===== src/rtl/servo_angle_ramp.sv =====
// Multi-channel servo angle ramp: each channel slews its angle toward an
// open/closed target by at most STEP per shared tick, pulsing done on arrival.
module servo_angle_ramp #(
  parameter int CHANNELS     = 2,
  parameter int ANGLE_W      = 9,
  parameter int OPEN_ANGLE   = 220,
  parameter int CLOSED_ANGLE = 0,
  parameter int STEP         = 4,
  parameter int TICK_DIV     = 100000
) (
  input  logic                        clock,
  input  logic                        reset,
  input  logic                        cmd_valid,
  input  logic [2:0]                  cmd_chan,
  input  logic [31:0]                 servoControl,
  output logic                        cmd_ready,
  output logic                        cmd_err,
  output logic [CHANNELS*ANGLE_W-1:0] angle,
  output logic [CHANNELS-1:0]         busy,
  output logic [CHANNELS-1:0]         done
);

  localparam int CNT_W = $clog2(TICK_DIV);
  localparam logic [CNT_W-1:0]   CNT_MAX  = CNT_W'(TICK_DIV - 1);
  localparam logic [ANGLE_W-1:0] OPEN_A   = OPEN_ANGLE[ANGLE_W-1:0];
  localparam logic [ANGLE_W-1:0] CLOSED_A = CLOSED_ANGLE[ANGLE_W-1:0];
  localparam logic [ANGLE_W:0]   STEP_X   = STEP[ANGLE_W:0];

  typedef enum logic {IDLE = 1'b0, RAMP = 1'b1} state_t;

  logic [CNT_W-1:0]   cnt_reg;
  logic               tick;
  logic               accept;
  logic               bad_chan;
  logic [3:0]         chan_x;
  logic [ANGLE_W-1:0] target_cmd;
  logic               cmd_err_reg;

  assign cmd_ready  = ~reset;
  assign accept     = cmd_valid & cmd_ready;
  assign chan_x     = {1'b0, cmd_chan};
  assign bad_chan   = chan_x >= 4'(CHANNELS);
  assign target_cmd = (servoControl == 32'd1) ? OPEN_A : CLOSED_A;
  assign tick       = (cnt_reg == CNT_MAX);
  assign cmd_err    = cmd_err_reg;

  // Shared tick counter; every channel steps on the same edges.
  always_ff @(posedge clock or posedge reset) begin
    if (reset) begin
      cnt_reg     <= '0;
      cmd_err_reg <= 1'b0;
    end else begin
      cnt_reg     <= tick ? '0 : cnt_reg + 1'b1;
      cmd_err_reg <= accept & bad_chan;
    end
  end

  for (genvar gi = 0; gi < CHANNELS; gi++) begin : g_chan
    state_t             state_reg, state_next;
    logic [ANGLE_W-1:0] angle_reg, angle_next;
    logic [ANGLE_W-1:0] target_reg, target_next;
    logic               done_reg, done_next;
    logic               hit;
    logic [ANGLE_W:0]   up_sum, dn_val;
    logic [ANGLE_W-1:0] stepped;

    assign hit = accept && (cmd_chan == 3'(gi));

    // One extra bit catches overflow above the target and underflow below zero.
    always_comb begin
      up_sum = {1'b0, angle_reg} + STEP_X;
      dn_val = {1'b0, angle_reg} - STEP_X;
      if (target_reg > angle_reg) begin
        stepped = (up_sum >= {1'b0, target_reg}) ? target_reg : up_sum[ANGLE_W-1:0];
      end else begin
        stepped = (dn_val[ANGLE_W] || (dn_val[ANGLE_W-1:0] <= target_reg))
                  ? target_reg : dn_val[ANGLE_W-1:0];
      end
    end

    // A command on this channel takes priority over a coincident tick step.
    always_comb begin
      state_next  = state_reg;
      angle_next  = angle_reg;
      target_next = target_reg;
      done_next   = 1'b0;
      if (hit) begin
        target_next = target_cmd;
        if (target_cmd == angle_reg) begin
          state_next = IDLE;
          done_next  = 1'b1;
        end else begin
          state_next = RAMP;
        end
      end else if ((state_reg == RAMP) && tick) begin
        angle_next = stepped;
        if (stepped == target_reg) begin
          state_next = IDLE;
          done_next  = 1'b1;
        end
      end
    end

    always_ff @(posedge clock or posedge reset) begin
      if (reset) begin
        state_reg  <= IDLE;
        angle_reg  <= CLOSED_A;
        target_reg <= CLOSED_A;
        done_reg   <= 1'b0;
      end else begin
        state_reg  <= state_next;
        angle_reg  <= angle_next;
        target_reg <= target_next;
        done_reg   <= done_next;
      end
    end

    assign angle[gi*ANGLE_W +: ANGLE_W] = angle_reg;
    assign busy[gi]                     = (state_reg == RAMP);
    assign done[gi]                     = done_reg;
  end

endmodule


===== config.mk =====
export PLATFORM = sky130hd
export DESIGN_NAME = servo_angle_ramp
export DESIGN_NICKNAME = d
export VERILOG_FILES = /design/src/rtl/servo_angle_ramp.sv
export SDC_FILE = /design/constraint.sdc
export NUM_CORES = 1
export LEC_CHECK = 0
export ABC_CLOCK_PERIOD_IN_PS = 4660
export CAP_MARGIN = 20
export CORE_UTILIZATION = 54
export DETAILED_ROUTE_END_ITERATION = 8
export GPL_TIMING_DRIVEN = 0
export PLACE_DENSITY_LB_ADDON = 0.08
export SETUP_SLACK_MARGIN = 0.4
export SYNTH_ARGS = -nofsm -noshare
export SYNTH_HDL_FRONTEND = slang
export SYNTH_SLANG_ARGS = --single-unit
export TNS_END_PERCENT = 20

===== constraint.sdc =====
create_clock -name clock -period 4.66 [get_ports clock]
set_input_delay 0.932 -clock clock [delete_from_list [all_inputs] [get_ports clock]]
set_output_delay 0.932 -clock clock [all_outputs]
set_load 0.02 [all_outputs]

==> results of run 1 <==
## report_power, final
part	switching [uW]	leakage (uW)	internal, uW
Combinational	197	0.00123	170
Sequential	16.0	0.000553	371
Clock	131	0.0000514	160
## routing by layer
metal / routed length (um) / vias up / part of all wire / GRT usage
li1: - / 1587 / - / -
met3: 547 / 13 / 0.061 / 0.0356
met2: 4280 / 124 / 0.48 / 0.486
met4: 80 / 0 / 0.0090 / 0.0596
met5: 0 / - / 0 / 0
met1: 4010 / 1579 / 0.45 / 0.378
## synth_stat cells (6+ instances only)
library cell,count
nand2_1,28
mux2_2,7
nand3_1,17
xor2_1,13
and3_1,6
a21oi_1,13
ha_1,33
o21a_1,7
nor4_1,16
nor2_1,33
o21ai_0,21
xnor2_1,18
dfrtp_1,42
clkbuf_1,12
nand4_1,11
inv_1,21
## area by class of cell
type | instances | share of cell area
Clock inverter | 2 | 0.00880
Tap cell | 75 | 0.0220
Sequential cell | 42 | 0.246
Inverter | 21 | 0.0185
Clock buffer | 6 | 0.0170
Multi-Input combinational cell | 309 | 0.520
Buffer | 19 | 0.0244
Timing Repair Buffer | 61 | 0.143
## path summary, 6_finish.rpt
check | from | endpoint | slack, ps | depth (start not counted)
hold / removal | cnt_reg[4] | cnt_reg[4] | 480 | 1
max in group asynchronous | reset | g_chan[0].angle_reg[6] | 2940 | 2
hold reg to reg | cnt_reg[4] | cnt_reg[4] | 480 | 1
min in group asynchronous | reset | g_chan[1].angle_reg[3] | 1150 | 2
setup reg to reg | g_chan[0].angle_reg[2] | g_chan[0].state_reg | 680 | 15
setup / recovery | g_chan[0].angle_reg[2] | g_chan[0].state_reg | 680 | 15
## through the flow
stage	cell area, um2	hold slack [ps]	power [uW]	setup slack (ps)	std cells
2_1_floorplan	3430	446	639	1010	391
3_3_place_gp	4140	466	736	242	527
3_5_place_dp	4140	471	748	401	527
4_1_cts	4250	487	1040	600	535
5_1_grt	4260	514	1100	342	535
6_report	4260	484	1040	676	535
## repair_timing
item / 4_1_cts / 5_1_grt
gates resized for setup: 1 / 4
endpoints found under the hold margin: 0 / 0
gates cloned: 0 / 0
setup endpoints to repair: 1 / 4
## worst register-to-register path, stage by stage (launching register included)
cell and delay (ps):
dfrtp_1 440, clkbuf_2 220, inv_1 190, ha_1 210, nor3b_1 330, xnor2_1 210, ha_1 300, and3_1 190
nand4b_1 90, nor2_1 40, a21o_1 260, o21ai_2 400, o221a_2 310, nand4_1 110, a2bb2oi_1 160, o41a_1 410
## kinds of logic after synthesis
family / Yosys count / share of synthesized area
compound gates: 87 / 0.178
fa+ha+maj: 33 / 0.120
buf+inv: 40 / 0.0528
flops: 42 / 0.306
simple gates: 149 / 0.234
mux: 8 / 0.0259
xor+xnor: 32 / 0.0838
==> impl.org, run 1 <==
** Clock network
- CTS clk-pin slew, worst paths :: 80 ps
- In this run the post-CTS setup repair buffer count came out at 0.
- Buffers from clock root to sink, at most :: 2
- Source-to-sink clock delay at the later pin of the worst-skew pair :: approximately 300 ps
- After clock tree synthesis, the flow added hold-fix buffers numbering 0.
- The H-tree was split into 2 levels.
- TritonCTS built the clock tree.
- Clock buffers created by TritonCTS :: 5
- The clock net in this run drives a total of 42 sinks.
- Clock tree synthesis selected as its root buffer the cell clkbuf_8.

** GRT
- Initial antenna violation count :: 0
- Number of global-route vias before repair :: between 3,000 and 4,000
- In the global route stage, overall resource usage came out at 0.283.
- The first global-routing pass estimated around 14 mm of wire.
- Entering global routing, the biggest net connects 46 pins.
- Final global-route overflow total :: 0

** Timing
- Worst slew pin tran :: between 900 and 1000 ps
- The hold violation total from the final report came to 0.
- Sum Neg Setup Slack :: 0 ps
- Max Slew Vio Count :: 0
- Unrepaired setup endpoints after global routing :: yes
- For this run, the top clock speed supported by timing is between 0.2 and 0.3 GHz.
- Setup Skew :: between 5 and 6 ps
- Period utilisation layout :: 0.855
- Minimum clock period after layout :: 3980 ps
- Max transition margin :: 0.386
- Setup violations remaining at the end of the flow were counted as 0.

** Drt
- Routed wire length per instance :: between 15 and 20 um
- The pre-antenna-repair detailed-routing pass consisted of 5 iterations.
- Detailed-route DRC error count :: 0
- Drt initial violations :: around 210
- Total via count in the routed design :: 3,303
- The routed design has roughly 9 mm of wire.
- After detailed routing, the number of vias per cell comes to 6.17.
- The detail route stage leaves a number of antenna-violating nets equal to 0.

** Critical path
- Cell with the largest stage delay on the worst path :: dfrtp_1
- In this design, the stage delay of the slowest critical-path cell is around 440 ps.
- In this design, the critical path's most frequently occurring cell is ha_1.
- The worst setup path is launched from a flop.
- Worst-path fanout max :: 10
- The critical path in this run is classified as reg2reg.
- Worst path bufs/invs :: 2
- Kind of cell with the highest combined delay on the critical path :: compound AO/OA/AOI/OAI gates
- STA classifies the critical path endpoint as a flop.
- The critical path goes through clkbuf_2 > inv_1 > ha_1 > nor3b_1 > xnor2_1 > ha_1 > and3_1 > nand4b_1 > nor2_1 > a21o_1 > o21ai_2 > o221a_2 > nand4_1 > a2bb2oi_1 > o41a_1.
- At the worst endpoint, the required time is roughly 4800 ps.
- Data arrival, critical path :: about 4200 ps

** Die
- The die is around 82 um tall.
- 62 I/O pins were placed.
- Die boundary width :: ~82 um
- After floorplanning, the core was sized to cover roughly 6000 um2.
- The initial utilization of the core area, before any placement, comes to 0.570.
- Number of cell rows :: 28
- DIE AREA :: between 6000 and 7000 um2

** Logic synthesis
- Counting flops and latches in the post-synthesis netlist gives between 40 and 50.
- Prevailing post-synth register cell :: dfrtp_1
- Number of distinct library cell variants in the gate-level netlist after synthesis :: between 60 and 70
- Share of flip-flops with an asynchronous set or reset after synthesis :: 1.00
- Synth warnings :: 0
- The number of nets in the synthesized netlist is roughly 460.
- In this run the mean area of a mapped cell was about 8.8 um2.
- Area share of the leading cell type in the synthesized netlist :: 0.306
- dfrtp_1 takes more of the synthesized area than any other cell.
- Count of flip-flops with a built-in enable after synthesis :: 0
- Synthesis produced a netlist whose cell count is approximately 390.
- Of the synthesized area, sequential elements account for 0.306.
- Cell types with the largest area share after synthesis :: dfrtp_1 31%, ha_1 12%, xnor2_1 4.6%
- Synthesized cell area :: ~3400 um2

** Finish
- Share of final-layout standard cells stronger than drive strength 1 :: 0.0848
- Number of fill cells in the layout :: around 510
- Max reg flops :: 18
- Across the whole layout, storage elements account for 1050 um2.
- Summing all multi-input logic gate instances after layout gives around 2200 um2.
- Final-stage net count :: 530
- Core Util, Final :: 0.708
- The library cell used most frequently in the layout, excluding fill and tap cells, is clkdlybuf4s50_1.
- The number of antenna diodes in the final layout is 0.
- The top cell types in the final layout, fill and taps aside, are 61 x clkdlybuf4s50_1, 42 x dfrtp_1, 33 x nor2_1, 33 x ha_1, 28 x nand2_1.
- Area grow syn2layout :: 24.2%

** Placed design
- After legalization and detailed placement, the total HPWL measured around 6.8 mm.
- The count of buffers added on input and output ports is 61.
- The congestion estimate from routability-driven global placement came to 0.910.

** Hold path
- Type of the worst min-delay path :: reg2reg

** Power
- IR analysis of the VDD net gives a maximum drop of ~0.26 mV.
- In this run the power density over the cells is 245 nW/um2.
- In this run the static leakage power is 0.00184 uW.

** Status
- The run finished with clean final reports.

** Job
- The tool flagged a number of max-cap violations equal to 0.
Power figures use the tool's default switching activity.
==> run 2, diff against run 1 <==
--- a/config.mk
+++ b/config.mk
@@ -10,7 +10,8 @@
 export CORE_UTILIZATION = 54
 export DETAILED_ROUTE_END_ITERATION = 8
 export GPL_TIMING_DRIVEN = 0
-export PLACE_DENSITY_LB_ADDON = 0.08
+export MAX_ROUTING_LAYER = met4
+export PLACE_DENSITY_LB_ADDON = 0.3
 export SETUP_SLACK_MARGIN = 0.4
 export SYNTH_ARGS = -nofsm -noshare
 export SYNTH_HDL_FRONTEND = slang
==> run 2 against run 1 <==
Effect of this change:
- core utilization is 0.37 points lower
- non-clock buffer count is the same
- setup slack gained 12 ps
- critical endpoint is now g_chan[1].state_reg
- worst hold slack lost 4.0 ps
- die area unchanged
- critical path type unchanged
==> impl.org, run 2 (synthesis results as in run 1) <==
** Critical path
- Endpoint of the most critical setup path :: g_chan[1].state_reg
- Crit path from :: g_chan[1].angle_reg[2]
- Setup slack on the worst reg-to-reg path comes out at between 600 and 700 ps.
- The worst register-to-register path has a depth of 15.
- Data arrival, critical path :: 4140 ps
- Type of element capturing the critical path :: flop
- The critical path is of the reg2reg type.
- The worst register-to-register path begins at g_chan[1].angle_reg[2].
- For the worst setup path, the data required time is just under 5000 ps.
- Worst-path fanout max :: 10
- Terminus of the critical flop-to-flop path :: g_chan[1].state_reg
- STA classifies the critical path startpoint as a flop.

** Drt
- Routed wire length per instance :: about 17 um
- Total wire length :: between 8 and 9 mm
- The first routing iteration left 199 violations.
- DR vias/cell :: 6.19
- Total via count in the routed design :: 3,307
- The first detailed-routing pass took 5 iterations.
- Detailed-route DRC error count :: 0
- Top routing layer in use :: met4
- Number of antenna-violating nets in the routed design :: 0
- The detailed router put a total of approximately 3.8 mm of wire on met1.
- Wire segments on met3 add up to 657 um in the final route.
- After detailed routing, the met2 layer carries ~4.2 mm of wire.

** Finish
- The area growth from synthesis to layout is 23.5%.
- Leaving out fill and tap cells, the most frequent cell in the layout is clkdlybuf4s50_1.
- Number of fill cells in the layout :: just under 500
- Of the cells placed in the final design, the portion with a size suffix greater than 1 is 0.0850.
- Commonest cells after routing, fill and taps aside :: 61 x clkdlybuf4s50_1, 42 x dfrtp_1, 33 x nor2_1, 33 x ha_1, 28 x nand2_1
- Registers take 1050 um2.
- Max reg flops :: 18
- Filler-free cell count of the finished design :: between 500 and 600
- Antenna cells :: 0
- Summing all multi-input logic gate instances after layout gives approximately 2200 um2.
- Final-stage net count :: between 500 and 600
- Once layout is done, the placed cells without fillers occupy 4240 um2.

** Clock network
- In this run the post-CTS setup repair buffer count came out at 0.
- CTS saw 42 sinks.
- The clock tree synthesis step divided the H-tree into 2 levels.
- Clock buffers created by TritonCTS :: 5
- In this run the deepest clock path goes through 2 buffers.
- CTS clk-pin slew, worst paths :: 90 ps
- Clock tree from TritonCTS :: yes
- Source-to-sink clock delay at the later pin of the worst-skew pair :: ~300 ps
- Clock tree synthesis selected as its root buffer the cell clkbuf_8.

** Placed design
- Hpwl dp :: approximately 7 mm
- Total of buffers placed on input and output ports :: slightly above 60
- The placed instances occupy a cell area of between 4000 and 5000 um2.
- The number of placed instances, taps included, is ~530.
- Routability Congestion :: between 0.9 and 1

** Power
- Net switching power figure :: 339 uW
- The share of total power dissipated in sequential elements is 0.395.
- Internal power summed over all cells :: between 600 and 700 uW
- The share of total power dissipated in combinational logic is 0.373.
- Fraction of power consumed by the clock network :: 0.232
- Power density cells :: about 230 nW/um2
- The analysis attributes to cell leakage a power of 0.00183 uW.
- Maximum vdd drop :: between 0.15 and 0.2 mV
- Of the total power, the share spent switching nets is 0.346.

** Timing
- Max transition margin :: 0.398
- Number of endpoints with negative hold slack in the final report :: 0
- Setup total negative slack on the finished layout was measured at 0 ps.
- Setup violations remaining at the end of the flow were counted as 0.
- Setup repair after global routing could not meet its margin everywhere.
- At the pin with the least slew margin, the transition time is 902 ps.
- Max Slew Vio Count :: 0
- Minimum clock period after layout :: 3970 ps
- Timing would allow up to 0.252 GHz.
- On the final layout, the worst clock skew is 10.4 ps.
- Period utilisation layout :: 0.852

** GRT
- The initial antenna violation count was 0.
- In the global route stage, overall resource usage came out at 0.293.
- Wire length of the first global-routing pass :: 14.7 mm
- For this run the aggregate overflow at the end of global routing stands at 0.
- Number of global-route vias before repair :: 3,297
- Largest net degree at the start of global routing :: 46

** Die
- Effective utilization at floorplan :: 0.570
- Measured along the y axis, the die boundary spans between 80 and 90 um.
- In this run the count of I/O pins placed on the die edge is 62.
- Die boundary width :: between 80 and 90 um
- Placeable core region :: 6030 um2
- Number of cell rows :: 28
- DIE AREA :: around 6700 um2

** Hold path
- Type of the worst min-delay path :: reg2reg

** Job
- The tool flagged a number of max-cap violations equal to 0.

** Status
- Outcome :: finished, final reports clean
## run 2: how the worst min path moves through the flow
stage	from	to	slack [ps]	cells after the start
6_report	cnt_reg[4]	cnt_reg[4]	480	1
5_1_grt	cnt_reg[4]	cnt_reg[4]	510	1
4_1_cts	cnt_reg[4]	cnt_reg[4]	490	1
3_5_place_dp	cnt_reg[4]	cnt_reg[4]	470	1
3_3_place_gp	cnt_reg[4]	cnt_reg[4]	470	1
2_1_floorplan	cnt_reg[4]	cnt_reg[4]	450	1
## run 2: area by class of cell
type / instances / share of cell area
Multi-Input combinational cell: 309 / 0.523
Sequential cell: 42 / 0.248
Timing Repair Buffer: 61 / 0.144
Buffer: 19 / 0.0245
Tap cell: 75 / 0.0221
Inverter: 21 / 0.0186
Clock buffer: 5 / 0.0162
Clock inverter: 2 / 0.00354
## run 2: what timing repair did
item                                    CTS  global route
gates resized for setup                   1             4
hold buffers                              0             0
endpoints found under the setup margin    1             4
gates cloned                              0             0
## run 2: worst max-delay path, stage by stage (launching register included)
cell	delay (ps)
dfrtp_1	550
inv_1	140
nor3_1	370
nand3_1	150
xnor2_1	250
ha_1	290
a211oi_1	250
o31ai_1	100
a211oi_1	230
o21ai_0	160
clkbuf_1	230
o21ai_0	230
mux2i_1	180
or4b_1	500
o31ai_1	120
a21oi_1	110
## run 2: power groups by stage
stage	clock (uW)	sequential (uW)	combinational [uW]
after floorplan	0	389	251
after global placement	0	394	344
after detailed placement	0	394	353
after CTS	234	387	359
after global routing	245	388	410
final	228	387	366
## run 2: through the flow
stage	hold WS (ps)	setup slack [ps]	util	power, uW
6_report	480	688	0.704	982
2_1_floorplan	446	1010	-	639
3_5_place_dp	474	397	0.687	747
5_1_grt	514	369	0.704	1040
3_3_place_gp	467	325	0.687	737
4_1_cts	490	550	0.701	979
## run 2: layer usage
layer  vias up  track usage
li1       1570            -
met1      1579        0.372
met2       134        0.474
met3        24       0.0400
met4         0        0.112
met5         -            -
